[src/rtl/uart_evt_link.sv]
// UART link for the voice/alarm board: 8N1 receiver with play-address decode, plus an
// edge-triggered multi-channel event queue that serialises one code byte per event.
module uart_evt_link #(
    parameter int unsigned BAUD_DIV   = 5208,
    parameter int unsigned DATA_W     = 8,
    parameter int unsigned N_EVT      = 4,
    parameter int unsigned FIFO_DEPTH = 4
) (
    input  logic                    clk,
    input  logic                    rst_n,
    input  logic                    uart_data_rx,
    input  logic [N_EVT-1:0]        evt_req,
    input  logic [N_EVT*DATA_W-1:0] evt_code,
    output logic                    serial_data_tx,
    output logic [DATA_W-1:0]       rx_data,
    output logic                    rx_valid,
    output logic                    rx_frame_err,
    output logic [DATA_W-2:0]       play_addr,
    output logic                    play_strobe,
    output logic                    tx_busy,
    output logic                    fifo_full,
    output logic [N_EVT-1:0]        evt_overrun
);

    localparam int unsigned AW = $clog2(FIFO_DEPTH);
    localparam int unsigned BW = $clog2(DATA_W);
    localparam logic [15:0] BAUD_LAST = 16'(BAUD_DIV - 1);
    localparam logic [15:0] HALF_LAST = 16'(BAUD_DIV / 2 - 1);
    localparam logic [BW-1:0] BIT_LAST = BW'(DATA_W - 1);

    typedef enum logic [1:0] {RxIdle, RxStart, RxData, RxStop} rx_state_e;
    typedef enum logic [1:0] {TxIdle, TxStart, TxData, TxStop} tx_state_e;

    // ---------------- receive path ----------------
    logic rx_s1_q, rx_s2_q, rx_prev_q;
    rx_state_e rx_state_q, rx_state_d;
    logic [15:0] rx_cnt_q, rx_cnt_d;
    logic [BW-1:0] rx_bit_q, rx_bit_d;
    logic [DATA_W-1:0] rx_shift_q, rx_shift_d;
    logic [DATA_W-1:0] rx_data_q, rx_data_d;
    logic rx_valid_q, rx_valid_d, rx_err_q, rx_err_d;
    logic [DATA_W-2:0] play_addr_q, play_addr_d;
    logic play_strobe_q, play_strobe_d;

    // Synchroniser flops reset high so reset release never looks like a start edge.
    always_ff @(posedge clk or negedge rst_n) begin
        if (!rst_n) begin
            rx_s1_q   <= 1'b1;
            rx_s2_q   <= 1'b1;
            rx_prev_q <= 1'b1;
        end else begin
            rx_s1_q   <= uart_data_rx;
            rx_s2_q   <= rx_s1_q;
            rx_prev_q <= rx_s2_q;
        end
    end

    always_comb begin
        rx_state_d    = rx_state_q;
        rx_cnt_d      = rx_cnt_q;
        rx_bit_d      = rx_bit_q;
        rx_shift_d    = rx_shift_q;
        rx_data_d     = rx_data_q;
        rx_valid_d    = 1'b0;
        rx_err_d      = 1'b0;
        play_addr_d   = play_addr_q;
        play_strobe_d = 1'b0;
        case (rx_state_q)
            RxIdle: begin
                if (rx_prev_q && !rx_s2_q) begin
                    rx_state_d = RxStart;
                    rx_cnt_d   = '0;
                end
            end
            RxStart: begin
                if (rx_cnt_q == HALF_LAST) begin
                    rx_cnt_d   = '0;
                    rx_bit_d   = '0;
                    rx_state_d = rx_s2_q ? RxIdle : RxData;
                end else begin
                    rx_cnt_d = rx_cnt_q + 16'd1;
                end
            end
            RxData: begin
                if (rx_cnt_q == BAUD_LAST) begin
                    rx_cnt_d   = '0;
                    rx_shift_d = {rx_s2_q, rx_shift_q[DATA_W-1:1]};
                    if (rx_bit_q == BIT_LAST) begin
                        rx_state_d = RxStop;
                    end else begin
                        rx_bit_d = rx_bit_q + 1'b1;
                    end
                end else begin
                    rx_cnt_d = rx_cnt_q + 16'd1;
                end
            end
            RxStop: begin
                if (rx_cnt_q == BAUD_LAST) begin
                    rx_cnt_d   = '0;
                    rx_state_d = RxIdle;
                    if (rx_s2_q) begin
                        rx_data_d  = rx_shift_q;
                        rx_valid_d = 1'b1;
                        // MSB set marks a play command; the low bits are the address.
                        if (rx_shift_q[DATA_W-1]) begin
                            play_addr_d   = rx_shift_q[DATA_W-2:0];
                            play_strobe_d = 1'b1;
                        end
                    end else begin
                        rx_err_d = 1'b1;
                    end
                end else begin
                    rx_cnt_d = rx_cnt_q + 16'd1;
                end
            end
            default: rx_state_d = RxIdle;
        endcase
    end

    always_ff @(posedge clk or negedge rst_n) begin
        if (!rst_n) begin
            rx_state_q    <= RxIdle;
            rx_cnt_q      <= '0;
            rx_bit_q      <= '0;
            rx_shift_q    <= '0;
            rx_data_q     <= '0;
            rx_valid_q    <= 1'b0;
            rx_err_q      <= 1'b0;
            play_addr_q   <= '0;
            play_strobe_q <= 1'b0;
        end else begin
            rx_state_q    <= rx_state_d;
            rx_cnt_q      <= rx_cnt_d;
            rx_bit_q      <= rx_bit_d;
            rx_shift_q    <= rx_shift_d;
            rx_data_q     <= rx_data_d;
            rx_valid_q    <= rx_valid_d;
            rx_err_q      <= rx_err_d;
            play_addr_q   <= play_addr_d;
            play_strobe_q <= play_strobe_d;
        end
    end

    // ---------------- event capture and arbiter ----------------
    logic [N_EVT-1:0] req_q, req_qq, rise;
    logic [N_EVT-1:0] pend_q, pend_d, ovr_q, ovr_d, grant;
    logic [DATA_W-1:0] push_data;
    logic push, pop, fifo_empty, found;

    assign rise = req_q & ~req_qq;

    always_comb begin
        grant     = '0;
        push_data = '0;
        found     = 1'b0;
        for (int i = 0; i < N_EVT; i++) begin
            if (pend_q[i] && !found && !fifo_full) begin
                grant[i]  = 1'b1;
                push_data = evt_code[i*DATA_W +: DATA_W];
                found     = 1'b1;
            end
        end
        push   = found;
        pend_d = (pend_q & ~grant) | rise;
        ovr_d  = ovr_q | (rise & pend_q);
    end

    always_ff @(posedge clk or negedge rst_n) begin
        if (!rst_n) begin
            req_q  <= '0;
            req_qq <= '0;
            pend_q <= '0;
            ovr_q  <= '0;
        end else begin
            req_q  <= evt_req;
            req_qq <= req_q;
            pend_q <= pend_d;
            ovr_q  <= ovr_d;
        end
    end

    // ---------------- TX queue ----------------
    logic [DATA_W-1:0] mem [FIFO_DEPTH];
    logic [AW:0] wptr_q, rptr_q;

    assign fifo_empty = (wptr_q == rptr_q);
    assign fifo_full  = (wptr_q[AW] != rptr_q[AW]) && (wptr_q[AW-1:0] == rptr_q[AW-1:0]);

    always_ff @(posedge clk) begin
        if (push) begin
            mem[wptr_q[AW-1:0]] <= push_data;
        end
    end

    always_ff @(posedge clk or negedge rst_n) begin
        if (!rst_n) begin
            wptr_q <= '0;
            rptr_q <= '0;
        end else begin
            if (push) wptr_q <= wptr_q + (AW+1)'(1);
            if (pop)  rptr_q <= rptr_q + (AW+1)'(1);
        end
    end

    // ---------------- transmit path ----------------
    tx_state_e tx_state_q, tx_state_d;
    logic [15:0] tx_cnt_q, tx_cnt_d;
    logic [BW-1:0] tx_bit_q, tx_bit_d;
    logic [DATA_W-1:0] tx_shift_q, tx_shift_d;
    logic tx_line_q, tx_line_d;

    always_comb begin
        tx_state_d = tx_state_q;
        tx_cnt_d   = tx_cnt_q;
        tx_bit_d   = tx_bit_q;
        tx_shift_d = tx_shift_q;
        pop        = 1'b0;
        case (tx_state_q)
            TxIdle: begin
                if (!fifo_empty) begin
                    pop        = 1'b1;
                    tx_shift_d = mem[rptr_q[AW-1:0]];
                    tx_cnt_d   = '0;
                    tx_state_d = TxStart;
                end
            end
            TxStart: begin
                if (tx_cnt_q == BAUD_LAST) begin
                    tx_cnt_d   = '0;
                    tx_bit_d   = '0;
                    tx_state_d = TxData;
                end else begin
                    tx_cnt_d = tx_cnt_q + 16'd1;
                end
            end
            TxData: begin
                if (tx_cnt_q == BAUD_LAST) begin
                    tx_cnt_d   = '0;
                    tx_shift_d = tx_shift_q >> 1;
                    if (tx_bit_q == BIT_LAST) begin
                        tx_state_d = TxStop;
                    end else begin
                        tx_bit_d = tx_bit_q + 1'b1;
                    end
                end else begin
                    tx_cnt_d = tx_cnt_q + 16'd1;
                end
            end
            TxStop: begin
                if (tx_cnt_q == BAUD_LAST) begin
                    tx_cnt_d = '0;
                    // Chain straight into the next frame so back-to-back bytes have no gap.
                    if (!fifo_empty) begin
                        pop        = 1'b1;
                        tx_shift_d = mem[rptr_q[AW-1:0]];
                        tx_state_d = TxStart;
                    end else begin
                        tx_state_d = TxIdle;
                    end
                end else begin
                    tx_cnt_d = tx_cnt_q + 16'd1;
                end
            end
            default: tx_state_d = TxIdle;
        endcase
        case (tx_state_d)
            TxStart: tx_line_d = 1'b0;
            TxData:  tx_line_d = tx_shift_d[0];
            default: tx_line_d = 1'b1;
        endcase
    end

    always_ff @(posedge clk or negedge rst_n) begin
        if (!rst_n) begin
            tx_state_q <= TxIdle;
            tx_cnt_q   <= '0;
            tx_bit_q   <= '0;
            tx_shift_q <= '0;
            tx_line_q  <= 1'b1;
        end else begin
            tx_state_q <= tx_state_d;
            tx_cnt_q   <= tx_cnt_d;
            tx_bit_q   <= tx_bit_d;
            tx_shift_q <= tx_shift_d;
            tx_line_q  <= tx_line_d;
        end
    end

    assign serial_data_tx = tx_line_q;
    assign rx_data        = rx_data_q;
    assign rx_valid       = rx_valid_q;
    assign rx_frame_err   = rx_err_q;
    assign play_addr      = play_addr_q;
    assign play_strobe    = play_strobe_q;
    assign evt_overrun    = ovr_q;
    assign tx_busy        = (tx_state_q != TxIdle) | ~fifo_empty | (|pend_q);

endmodule
[config.mk]
export PLATFORM = sky130hd
export DESIGN_NAME = uart_evt_link
export DESIGN_NICKNAME = d
export VERILOG_FILES = /design/src/rtl/uart_evt_link.sv
export SDC_FILE = /design/constraint.sdc
export NUM_CORES = 1
export LEC_CHECK = 0
export ABC_AREA = 0
export CAP_MARGIN = 5
export CORE_MARGIN = 2
export CORE_UTILIZATION = 51
export DETAILED_ROUTE_END_ITERATION = 16
export GPL_TIMING_DRIVEN = 0
export PLACE_DENSITY = 0.76
export SYNTH_ARGS = -nofsm -noshare
export SYNTH_HDL_FRONTEND = slang
export SYNTH_SLANG_ARGS = --single-unit
[constraint.sdc]
create_clock -name clk -period 2 [get_ports clk]
set_input_delay 0.4 -clock clk [delete_from_list [all_inputs] [get_ports clk]]
set_output_delay 0.4 -clock clk [all_outputs]
set_load 0.005 [all_outputs]
Word level (Yosys, flattened, before mapping)
Memories as Yosys holds them, arrays and structs flattened. Index checks and enable logic that the tools add are counted.

Register bits: 102. RAM bits: 32. Input bits: 39. Output and inout port bits: 25. Memories kept: 1.

Add/subtract/negate cells: 6. Eq/ne operators: 27. Multiplexer cells: 60. Bitwise gates (word level): 10. Reductions and logical operators: 30.

Memories: mem (depth 4, bits a word 8, rd ports 1, clocked after Yosys merged registers in 0, write ports 1, line 183) `logic [DATA_W-1:0] mem [FIFO_DEPTH];`.

Operators by type and width (count): $mux 16 (5); $mux 8 (7); $pmux 16 s3 (1); $add 16x1->16 const B (2); $eq 16x13->1 const B (2); $pmux 16 s2 (1); $pmux 8 s3 (1); $mux 1 (22); $mux 2 (11); $ne 2x2->1 const B (11); $mux 3 (6); $eq 16x12->1 const B (1); $pmux 2 s4 (2); $add 3x1->3 const B (4); $and 4x4->4 (3); $pmux 3 s2 (2); $reduce_and 4->1 (3); $eq 2x2->1 const B (5); $logic_and 1x1->1 (9); $not 4->4 (2); $or 4x4->4 (2); $eq 2x1->1 const B (3); $eq 3x3->1 const B (2); $reduce_and 3->1 (2); 15 further kinds (24).

Longest topological paths before layout
Gate-level depths: netlist of the first run.

Depth after elaboration: 20. Depth in mapped cells: 8.

Worst setup path after synthesis of the first run
No wires, ideal clock.

Path kind: register to register. From: register rx_cnt_q[0]. To: register rx_bit_q[0]. Arrival: 1993 ps. Data required time: 1875 ps. Setup slack: -119 ps. Cell stages (with the launch flop): 8. Buffers on the path: 0. Cells stage by stage: dfrtp_1 ha_1 nor4b_4 nand4_2 nor4_4 and2b_4 a21oi_2 mux2_4.

Longest elaborated chain between the ends: 3. Elaborated cells between the ends (all ways): 5. Classes of those cells: eq/ne (4); reduce/logical (1).

RTL lines: from (decl) (line 37) `logic [15:0] rx_cnt_q, rx_cnt_d;`; from (signal assigned) (line 133) `rx_cnt_q <= rx_cnt_d;`; $eq 16x13->1 / $eq 16x12->1 (equally long branches) (line 85, 76); $ne 2x2->1 (no source line); $reduce_and 4->1 (no source line) (*); to (signal assigned) (line 134) `rx_bit_q <= rx_bit_d;`; to (decl) (line 38) `logic [BW-1:0] rx_bit_q, rx_bit_d;`.

Every way passes the cells marked *; elsewhere a longest branch is shown, timed or not. A chain may end at the register's enable or synchronous reset.

Worst setup path in the final report of the first run
From: register rptr_q[1]. To: output tx_busy.

Longest elaborated chain between the ends: 4.

RTL lines: from (decl) (line 184) `logic [AW:0] wptr_q, rptr_q;`; from (signal assigned) (line 201) `if (pop) rptr_q <= rptr_q + (AW+1)'(1);`; $eq 3x3->1 (line 186) `assign fifo_empty = (wptr_q == rptr_q);`; $not 1->1 (line 296) `assign tx_busy = (tx_state_q != TxIdle) | ~fifo_empty | (|pend_q);`; $or 1x1->1 (2 in series) (line 296); to (decl) (line 20) `output logic tx_busy,`.

No other way between the ends.

==> results of run 1 <==
layout make-up:
cell class              instances  share of cell area
flip-flops and latches        134               0.403
multi-input cells             348               0.359
repair buffers                111               0.122
clock buffers                  21              0.0549
well taps                     168              0.0240
clock inverters                11              0.0177
plain buffers                  11              0.0108
inverters                      21             0.00899
layout by cell type (no fill, tap or decap), drive strengths merged, types with 8 or more instances in the layout:
cell type      instances
a21oi                 12
nand4                 10
clkdlybuf4s50         60
nand2                 27
xnor2                 10
mux4                   8
nor3                  12
o21ai                 38
a22oi                 16
mux2                  24
edfxtp                32
xor2                  18
a22o                   8
nand3                 15
buf                   56
o21a                   8
ha                    17
and3                   8
dfrtp                 98
nor2                  35
inv                   27
clkbuf                26
power by group through the flow:
stage	registers [mW]	logic (mW)	clock network, mW
detailed placement	4.17	3.06	0
global route	4.25	4.89	3.49
floorplan	4.03	2.26	0
finish	4.17	4.55	3.32
CTS	4.11	4.08	3.34
global placement	4.11	2.91	0
Yosys cell counts, drive strengths merged (8+ instances only):
| master | number | area share |
|---|---|---|
| dfrtp | 98 | 0.39 |
| o21ai | 38 | 0.032 |
| nor2 | 34 | 0.021 |
| edfxtp | 32 | 0.15 |
| nand2 | 27 | 0.017 |
| mux2 | 24 | 0.047 |
| inv | 21 | 0.012 |
| xor2 | 18 | 0.025 |
| ha | 17 | 0.034 |
| a22oi | 16 | 0.019 |
| nand3 | 15 | 0.012 |
| a21oi | 12 | 0.010 |
| nor3 | 12 | 0.012 |
| nand4 | 10 | 0.011 |
| xnor2 | 10 | 0.014 |
| a22o | 8 | 0.011 |
| and3 | 8 | 0.0079 |
| clkbuf | 8 | 0.0047 |
| mux4 | 8 | 0.028 |
| o21a | 8 | 0.0095 |
path summary, 6_finish.rpt:
check,start,cells after the start,end,slack (ns)
max in group asynchronous,rst_n,3,rx_s1_q,0.74
min in group asynchronous,rst_n,2,tx_shift_q[5],0.51
worst min register to register,rx_s1_q,0,rx_s2_q,0.35
worst max-delay path,rptr_q[1],5,tx_busy,-0.09
worst min-delay path,rx_s1_q,0,rx_s2_q,0.35
worst max register to register,rx_cnt_q[0],8,rx_data[2],-0.06
sequential cells by signal (all words and copies together) (netlist names), 2 cells and up, named ones only:
| signal | flops |
|---|---|
| tx_cnt_q | 16 |
| evt_overrun | 4 |
| rx_data | 8 |
| rx_cnt_q | 16 |
| play_addr | 7 |
| tx_bit_q | 3 |
| tx_shift_q | 8 |
| rx_bit_q | 3 |
| pend_q | 4 |
| mem | 32 |
| req_qq | 4 |
| wptr_q | 3 |
| rptr_q | 3 |
| req_q | 4 |
| rx_shift_q | 8 |
| tx_state_q | 2 |
worst max-delay path, delay by kind of cell, from the launching register on:
| family | cells | cell delay, ns |
|---|---|---|
| xor+xnor | 1 | 0.28 |
| buf+inv | 2 | 0.24 |
| flops | 1 | 0.44 |
| simple gates | 2 | 0.32 |
logic make-up (layout without fill, tap and decap cells):
| family | count (synthesis) | after routing | synth area share |
|---|---|---|---|
| and+or+nand+nor | 152 | 153 | 0.144 |
| DFF | 134 | 134 | 0.556 |
| AOI/OAI and AO/OA | 112 | 112 | 0.120 |
| muxes | 38 | 38 | 0.0853 |
| buffers and inverters | 35 | 175 | 0.0231 |
| xor gates and xnor gates | 28 | 28 | 0.0387 |
| adders and majority gates | 17 | 17 | 0.0336 |
routing by layer:
layer  part of all wire  track usage
met1               0.43        0.299
met2               0.51        0.392
met3              0.039       0.0680
met4              0.016       0.0667
met5                  0            0
stage by stage:
stage	std cells	TNS, ns	utilization	setup WS (ns)
floorplan	516	-0.170	-	-0.0480
global placement	747	-340.31	0.597	-3.16
detailed placement	748	-35.16	0.599	-0.610
CTS	814	-1.12	0.705	-0.0958
global route	825	-5.18	0.727	-0.142
finish	825	-0.920	0.727	-0.0946
what timing repair did:
action	CTS	global route
cloned	0	1
setup endpoints to repair	130	131
hold buffers	1	0
endpoints found under the hold margin	40	0
gates resized for setup	111	49
setup buffers	34	13
pin swaps	17	14
==> flow_metrics.env, run 1 <==
export IMPL_stdcell_area_um2=8770
export IMPL_pwr_share_seq=0.346
export IMPL_diodes=0
export IMPL_postSynthCellCount=516
export IMPL_slew_violations=0
export IMPL_hold_ws_ns=0.354
export IMPL_synth_edff_count=32
export IMPL_synthArstFlopShare=0.761
export IMPL_multiInputGateArea_um2=3150
export IMPL_arrival_ns=1.69
export IMPL_antenna_left=0
export IMPL_comb_power_share=0.378
export IMPL_critPathMaxStageDelay_ns=0.44
export IMPL_worstSetupPathType="reg -> out"
export IMPL_core_region_area_um2=12100
export IMPL_max_freq_ghz=0.477
export IMPL_cts_root_buf="clkbuf_16"
export IMPL_cts_buffer_depth=2
export IMPL_vias=4679
export IMPL_start_util=0.525
export IMPL_antenna_found_initial=0
export IMPL_required_ns=1.60
export IMPL_slowest_stage="dfrtp_2"
export IMPL_die_area_um2=13300
export IMPL_synth_seq_cells=134
export IMPL_post_drt_wl_per_cell_um=18.0
export IMPL_hold_path_class="reg -> reg"
export IMPL_seqCellArea_um2=3530
export IMPL_dpl_instance_area_um2=7220
export IMPL_status="complete, but fails checks"
export IMPL_worstSetupEndpointType="output port"
export IMPL_drv_cap=0
export IMPL_violations="setup timing"
export IMPL_cts_inserted_buffers=17
export IMPL_synthesis_nets=572
export IMPL_fin_crit_sh=1.05
export IMPL_worstMarginPinSlew_ns=0.818
export IMPL_p_int_mw=8.03
export IMPL_grt_max_degree=62
export IMPL_hold_viol=0
export IMPL_numClockSinks=134
export IMPL_rsz0062_at_grt="true"
export IMPL_p_total_mw=12.0
export IMPL_setup_viol_count_final=29
export IMPL_clk_latency_ns=0.42
export IMPL_gp_congestion=0.855
export IMPL_die_x_um=115
export IMPL_skew_ns=0.0107
export IMPL_pin_count=64
export IMPL_rows=40
export IMPL_io_buffers=63
export IMPL_overflow=0
export IMPL_synth_main_ff_cell="dfrtp_1"
export IMPL_crit_path_cell_trace="xnor2_2, and4_1, buf_6, nand2_2, buf_2"
export IMPL_drive_gt1_frac=0.321
export IMPL_final_nets=700
export IMPL_drc=0
export IMPL_grt_pass1_vias=4784
export IMPL_p_switching_mw=4.01
export IMPL_cp_max_fo=3
export IMPL_power_density_nw_per_um2=1370
export IMPL_clk_pin_slew_ns=0.06
export IMPL_nFillCells=732
export IMPL_grt_pass1_wl_um=24200
export IMPL_syn_to_final_growth_pct=38.5
export IMPL_synthesis_area_um2=6330
export IMPL_cts_max_level=4
export IMPL_dp_hpwl_um=8890
export IMPL_syn_avg_cell_area_um2=12.3
export IMPL_drt_iter0_markers=344
export IMPL_yosysWarnings=0
export IMPL_cts_tree="built"
export IMPL_firstDrtPassIters=5
export IMPL_clkPwrFrac=0.276
export IMPL_totalWireLength_um=14900
export IMPL_synth_seq_area_share=0.556
export IMPL_yosysUniqueCellTypes=67
export IMPL_fp_dieH_um=115
export IMPL_slew_headroom=0.449
export IMPL_vias_per_cell=5.67
export IMPL_start_kind="flip-flop"
export IMPL_grt_usage=0.234
export IMPL_ir_drop_mv=1.06
export IMPL_swShare=0.333
export IMPL_period_needed_ns=2.09
export IMPL_leakagePower_nw=3.70
export IMPL_setup_slack_ns=-0.0946
(Power assumes the default switching activity.)
==> run 2, diff against run 1 <==
Settings changed: CAP_MARGIN 5 to default, CTS_CLUSTER_SIZE from default to 20.
==> results of run 2 <==
Final layout, timing and power as in run 1 (identical DEF).
